File: config.mk
export PLATFORM = sky130hd
export DESIGN_NAME = horizontal_tf_sequencer
export DESIGN_NICKNAME = d
export VERILOG_FILES = /design/src/rtl/horizontal_tf_sequencer.sv
export SDC_FILE = /design/constraint.sdc
export NUM_CORES = 1
export LEC_CHECK = 0
export CAP_MARGIN = 5
export CORE_UTILIZATION = 30
export DETAILED_ROUTE_END_ITERATION = 16
export PLACE_DENSITY = 0.49
export SKIP_LAST_GASP = 1
export SLEW_MARGIN = 10
export SYNTH_ARGS = -nofsm -noshare
export SYNTH_HDL_FRONTEND = slang
export SYNTH_SLANG_ARGS = --single-unit
File: constraint.sdc
create_clock -name clk -period 1.9 [get_ports clk]
set_clock_uncertainty 0.15 [all_clocks]
set_input_delay 0.38 -clock clk [delete_from_list [all_inputs] [get_ports clk]]
set_output_delay 0.38 -clock clk [all_outputs]
set_load 0.05 [all_outputs]
File: src/rtl/horizontal_tf_sequencer.sv
// Start/busy/done sequencer for the horizontal twiddle-factor datapath: slot, order and group
// counters, operand source select, and the ROM write strobe aligned to the multiplier latency.
module horizontal_tf_sequencer #(
    parameter int MUL_LAT  = 4,
    parameter int SC_WIDTH = 4
) (
    input  logic                clk,
    input  logic                rst,
    input  logic                start,
    input  logic [SC_WIDTH-1:0] stage_counter,
    input  logic                CEN,
    output logic                busy,
    output logic                done,
    output logic                abort,
    output logic [1:0]          slot_cnt,
    output logic [1:0]          tf_order,
    output logic [3:0]          group_cnt,
    output logic                src_sel,
    output logic                const_cap_en,
    output logic                issue_valid,
    output logic                wr_en,
    output logic [1:0]          wr_slot
);

    typedef enum logic [2:0] {
        IDLE  = 3'd0,
        PRIME = 3'd1,
        RUN   = 3'd2,
        DRAIN = 3'd3,
        DONE  = 3'd4
    } state_t;

    localparam logic [4:0] DRAIN_LAST = 5'(MUL_LAT - 1);

    state_t     state;
    state_t     state_nxt;
    logic [4:0] drain_cnt;
    logic       stage_ok;
    logic       abort_req;
    logic       last_issue;
    logic [2:0] wr_pipe [MUL_LAT];

    assign stage_ok   = (stage_counter == '0);
    assign abort_req  = ((state == PRIME) || (state == RUN) || (state == DRAIN)) && !stage_ok;
    assign last_issue = issue_valid && (tf_order == 2'd3) && (slot_cnt == 2'd3);

    always_comb begin
        state_nxt   = state;
        issue_valid = 1'b0;
        busy        = 1'b0;
        done        = 1'b0;
        case (state)
            IDLE: begin
                if (start && stage_ok && !CEN)
                    state_nxt = PRIME;
            end
            PRIME: begin
                busy      = 1'b1;
                state_nxt = RUN;
            end
            RUN: begin
                busy        = 1'b1;
                issue_valid = !CEN;
                if (last_issue)
                    state_nxt = DRAIN;
            end
            DRAIN: begin
                busy = 1'b1;
                if (drain_cnt == DRAIN_LAST)
                    state_nxt = DONE;
            end
            DONE: begin
                done      = 1'b1;
                state_nxt = IDLE;
            end
            default: state_nxt = IDLE;
        endcase
        // A stage change cancels the block, even on the cycle it would have completed.
        if (abort_req)
            state_nxt = IDLE;
    end

    assign src_sel      = (tf_order != 2'd0);
    assign const_cap_en = issue_valid && (group_cnt == 4'd0);

    always_ff @(posedge clk or posedge rst) begin
        if (rst) begin
            state     <= IDLE;
            abort     <= 1'b0;
            drain_cnt <= '0;
        end else begin
            state     <= state_nxt;
            abort     <= abort_req;
            drain_cnt <= (state == DRAIN) ? drain_cnt + 5'd1 : 5'd0;
        end
    end

    always_ff @(posedge clk or posedge rst) begin
        if (rst) begin
            slot_cnt  <= '0;
            tf_order  <= '0;
            group_cnt <= '0;
        end else if (abort_req || (state == DONE)) begin
            slot_cnt  <= '0;
            tf_order  <= '0;
            group_cnt <= '0;
        end else if (issue_valid) begin
            slot_cnt  <= slot_cnt + 2'd1;
            group_cnt <= group_cnt + 4'd1;
            if (slot_cnt == 2'd3)
                tf_order <= tf_order + 2'd1;
        end
    end

    // Write delay line: {issue_valid, slot_cnt} re-emerges MUL_LAT cycles later with the product.
    always_ff @(posedge clk or posedge rst) begin
        if (rst) begin
            for (int i = 0; i < MUL_LAT; i++)
                wr_pipe[i] <= '0;
        end else if (abort_req) begin
            for (int i = 0; i < MUL_LAT; i++)
                wr_pipe[i] <= '0;
        end else begin
            wr_pipe[0] <= {issue_valid, slot_cnt};
            for (int i = 1; i < MUL_LAT; i++)
                wr_pipe[i] <= wr_pipe[i-1];
        end
    end

    assign wr_en   = wr_pipe[MUL_LAT-1][2];
    assign wr_slot = wr_pipe[MUL_LAT-1][1:0];

endmodule

==> run metrics, run 1 <==
Setup Viol. Count Final 2; Synth Flop Type dfrtp_1; fill cell count between 300 and 400; mean post-synth cell area 10.6 um2; status finished, violations left; number of cells on the worst reg-to-reg path 4; WP depth 3; initial core utilization between 30% and 40%; Least-Margin Pin Slew around 0.55 ns; Crit. End Element output pin; pwr/cell area approximately 770 nW/um2; Worst setup SP type register; flop2flop setup slack 0.05 ns; Max Cap Viol 0; vias in the first global route roughly 890; first-pass GRT wire length 4.00 mm; register area share after synthesis between 50% and 60%; Mapped Cells approximately 120; Worst VDD drop between 0.4 and 0.5 mV; sequential share of power between 40% and 50%; warnings from Yosys 0; CTS tree yes; Nets between 150 and 200; worst hold-check path type reg -> reg; Critical R2R Launch state[0]; delay-heaviest family, CP simple AND/OR/NAND/NOR gates; Async S/R FF share, synth 100%; Max Freq 451 MHz; gr usage total around an eighth; Leak Pwr between 0.8 and 0.9 nW; Final Critical Period approximately 2.2 ns; Finished Layout Cells between 200 and 250; Req. time, crit path 1.37 ns; Psw about 0.27 mW; r2r endpoint group_cnt[3]; Area growth syn-to-layout 40.2%; P_int 1.08 mW; post-synthesis register bit count 29; Num CTS Buffers 5; Bufs and invs on worst path 1; Net Sw Frac between 20% and 30%; adder-cell share of the synthesized area between 5 and 6%; Compound-Gate Fraction of Synth Area 6.38%; final period utilization 117%; ANT nets after route 0; die height between 60 and 70 um; io pins 25; hold_ws between 0.3 and 0.4 ns; simple-gate share of the synthesized area a little over a fifth; clk root buf clkbuf_8; WL/cell 11.8 um; DR vias a little over 900; final wirelength about 2.4 mm; Comb power frac ~4.8%; max-slew violations 0; CORE AREA approximately 4000 um2; CP Data Arrival Time about 1.7 ns; post-placement cell area about 1600 um2; Crit. Startpoint state[0]; largest family of logic cells by synthesized area simple AND/OR/NAND/NOR gates; H-tree depth 2; Rows 23; Reg clk slew, reported paths about 0.060 ns; relative slew slack approximately 63%; design area between 1500 and 2000 um2; hold-fix buffers at CTS 0; number of diodes 0; DRC errors left 0; RSZ-0062 raised after global routing true; Mapped Nets about 130; die width 66.7 um; Avg Vias per Cell 4.55; # clock sinks 29; pre-CTS WS -0.524 ns; Worst-Skew Late Latency around 0.28 ns; initial antenna violation count 0; EDFF count, synth 0; Total Power roughly 1.4 mW; post-layout util between 40% and 50%; Final Hold Fails 0; last element of the critical path const_cap_en; Synth cell types 27; Post-Syn Area approximately 1300 um2; crit path cell chain or4b_4 > nor4b_4 > buf_12; drt pass-1 iters 4; dpl cells ~200; failing checks setup timing; Slowest Stage Delay on Critical Path 0.57 ns; mux share of post-synthesis cell area 0%; routability cong. approximately 0.72; Post-Route Setup TNS -0.575 ns; gr ovfl total 0; Final WS setup -0.319 ns; deepest clock path buffer count 2; layout cell share with drive strength beyond 1 between 20% and 30%; Worst path slowest cell or4b_4; port bufs 24; violation count after the first detailed-route iteration 52; critical path class reg -> out; die area about 4400 um2; pin count of the biggest net entering global routing 30; detailed placer's ending HPWL about 1.7 mm; clock share of power roughly 50%; crit-path max FO 2; post-synthesis xor/xnor area fraction under 10%
-- cells in the final DEF (no fill, tap or decap), types with 3 or more instances in the layout --
cell	count
nand3_1	3
clkbuf_8	6
ha_1	6
o21ai_0	5
nand2_1	8
nor2b_1	12
a21oi_1	8
buf_12	5
inv_1	9
dfrtp_1	29
or3_1	4
buf_4	21
nor2_1	8
nor3_1	3
clkdlybuf4s50_1	6
-- worst register-to-register path: cells and delay by family, from the launching register on --
kind,cells,cell delay [ns]
AND/OR/NAND/NOR,2,0.91
flip-flops,1,0.38
buffers and inverters,1,0.19
AO/OA/AOI/OAI,1,0.15
-- final cells by class --
class	instances	area [um2]	share of cell area [%]
Multi-Input combinational cell	74	490	27.9
Clock inverter	1	30.0	1.71
Inverter	10	37.5	2.13
Clock buffer	7	86.3	4.91
Sequential cell	29	726	41.3
Tap cell	50	62.6	3.56
Timing Repair Buffer	33	327	18.6
-- layer usage --
layer  wire (um)  share of wire (%)  up-vias  global-route usage [%]
met5           0                  0        -                       0
met4          56                2.3        0                    8.51
met3          99                4.1        7                    4.28
met2        1150                 48       20                    19.6
met1        1090                 46      447                    14.4
li1            -                  -      455                       -
-- power by group through the flow --
stage	sequential (mW)	combinational, mW	clock (mW)
2_1_floorplan	0.644	0.0269	0
3_3_place_gp	0.637	0.0658	0
3_5_place_dp	0.637	0.0667	0
4_1_cts	0.626	0.0664	0.674
5_1_grt	0.626	0.0715	0.698
6_report	0.626	0.0649	0.660
-- Yosys cell counts (3+ instances only) --
cell / count / area share, %
nor2b_1: 12 / 6.0
or3_1: 4 / 2.0
nand3_1: 3 / 1.2
inv_1: 10 / 3.0
o21ai_0: 5 / 2.0
a21oi_1: 8 / 3.2
buf_4: 3 / 1.8
dfrtp_1: 29 / 58
nor2_1: 9 / 2.7
nor3_1: 3 / 1.2
nand2_1: 8 / 2.4
ha_1: 6 / 6.0
-- cells by family after synthesis --
kind of cell / after synthesis
XOR/XNOR: 4
AND/OR/NAND/NOR: 49
AO/OA/AOI/OAI: 15
buffers and inverters: 15
adder cells (fa/ha/maj): 6
flip-flops: 29
-- state kept, by name (all words and copies together) (netlist names) --
register	flops
abort	1
wr_slot	2
slot_cnt	2
drain_cnt	5
tf_order	2
wr_pipe	9
state	3
wr_en	1
group_cnt	4
-- how the worst min path moves through the flow --
stage,startpoint,end,slack (ns),depth (start not counted)
after floorplan,drain_cnt[0],drain_cnt[0],0.28,1
after global placement,wr_pipe[7],wr_pipe[4],0.29,1
after detailed placement,wr_pipe[11],wr_pipe[8],0.30,1
after CTS,wr_pipe[11],wr_pipe[8],0.31,1
after global routing,wr_pipe[9],wr_pipe[6],0.34,1
final,wr_pipe[11],wr_pipe[8],0.31,1
-- repair_timing --
item                                    4_1_cts  5_1_grt
endpoints found under the setup margin        8       15
pin swaps                                     2        0
buffers inserted                              1        0
gates resized for setup                       2        2
gates cloned                                  0        0
No activity file was read; power rests on OpenSTA's default activity.
==> inputs of run 2 (changes only) <==
--- a/config.mk
+++ b/config.mk
@@ -7,6 +7,7 @@
 export LEC_CHECK = 0
 export CAP_MARGIN = 5
 export CORE_UTILIZATION = 30
+export CTS_CLUSTER_SIZE = 16
 export DETAILED_ROUTE_END_ITERATION = 16
 export PLACE_DENSITY = 0.49
 export SKIP_LAST_GASP = 1
==> results of run 2 <==
Same layout as run 1: the final DEF is identical, and so are final timing and power.
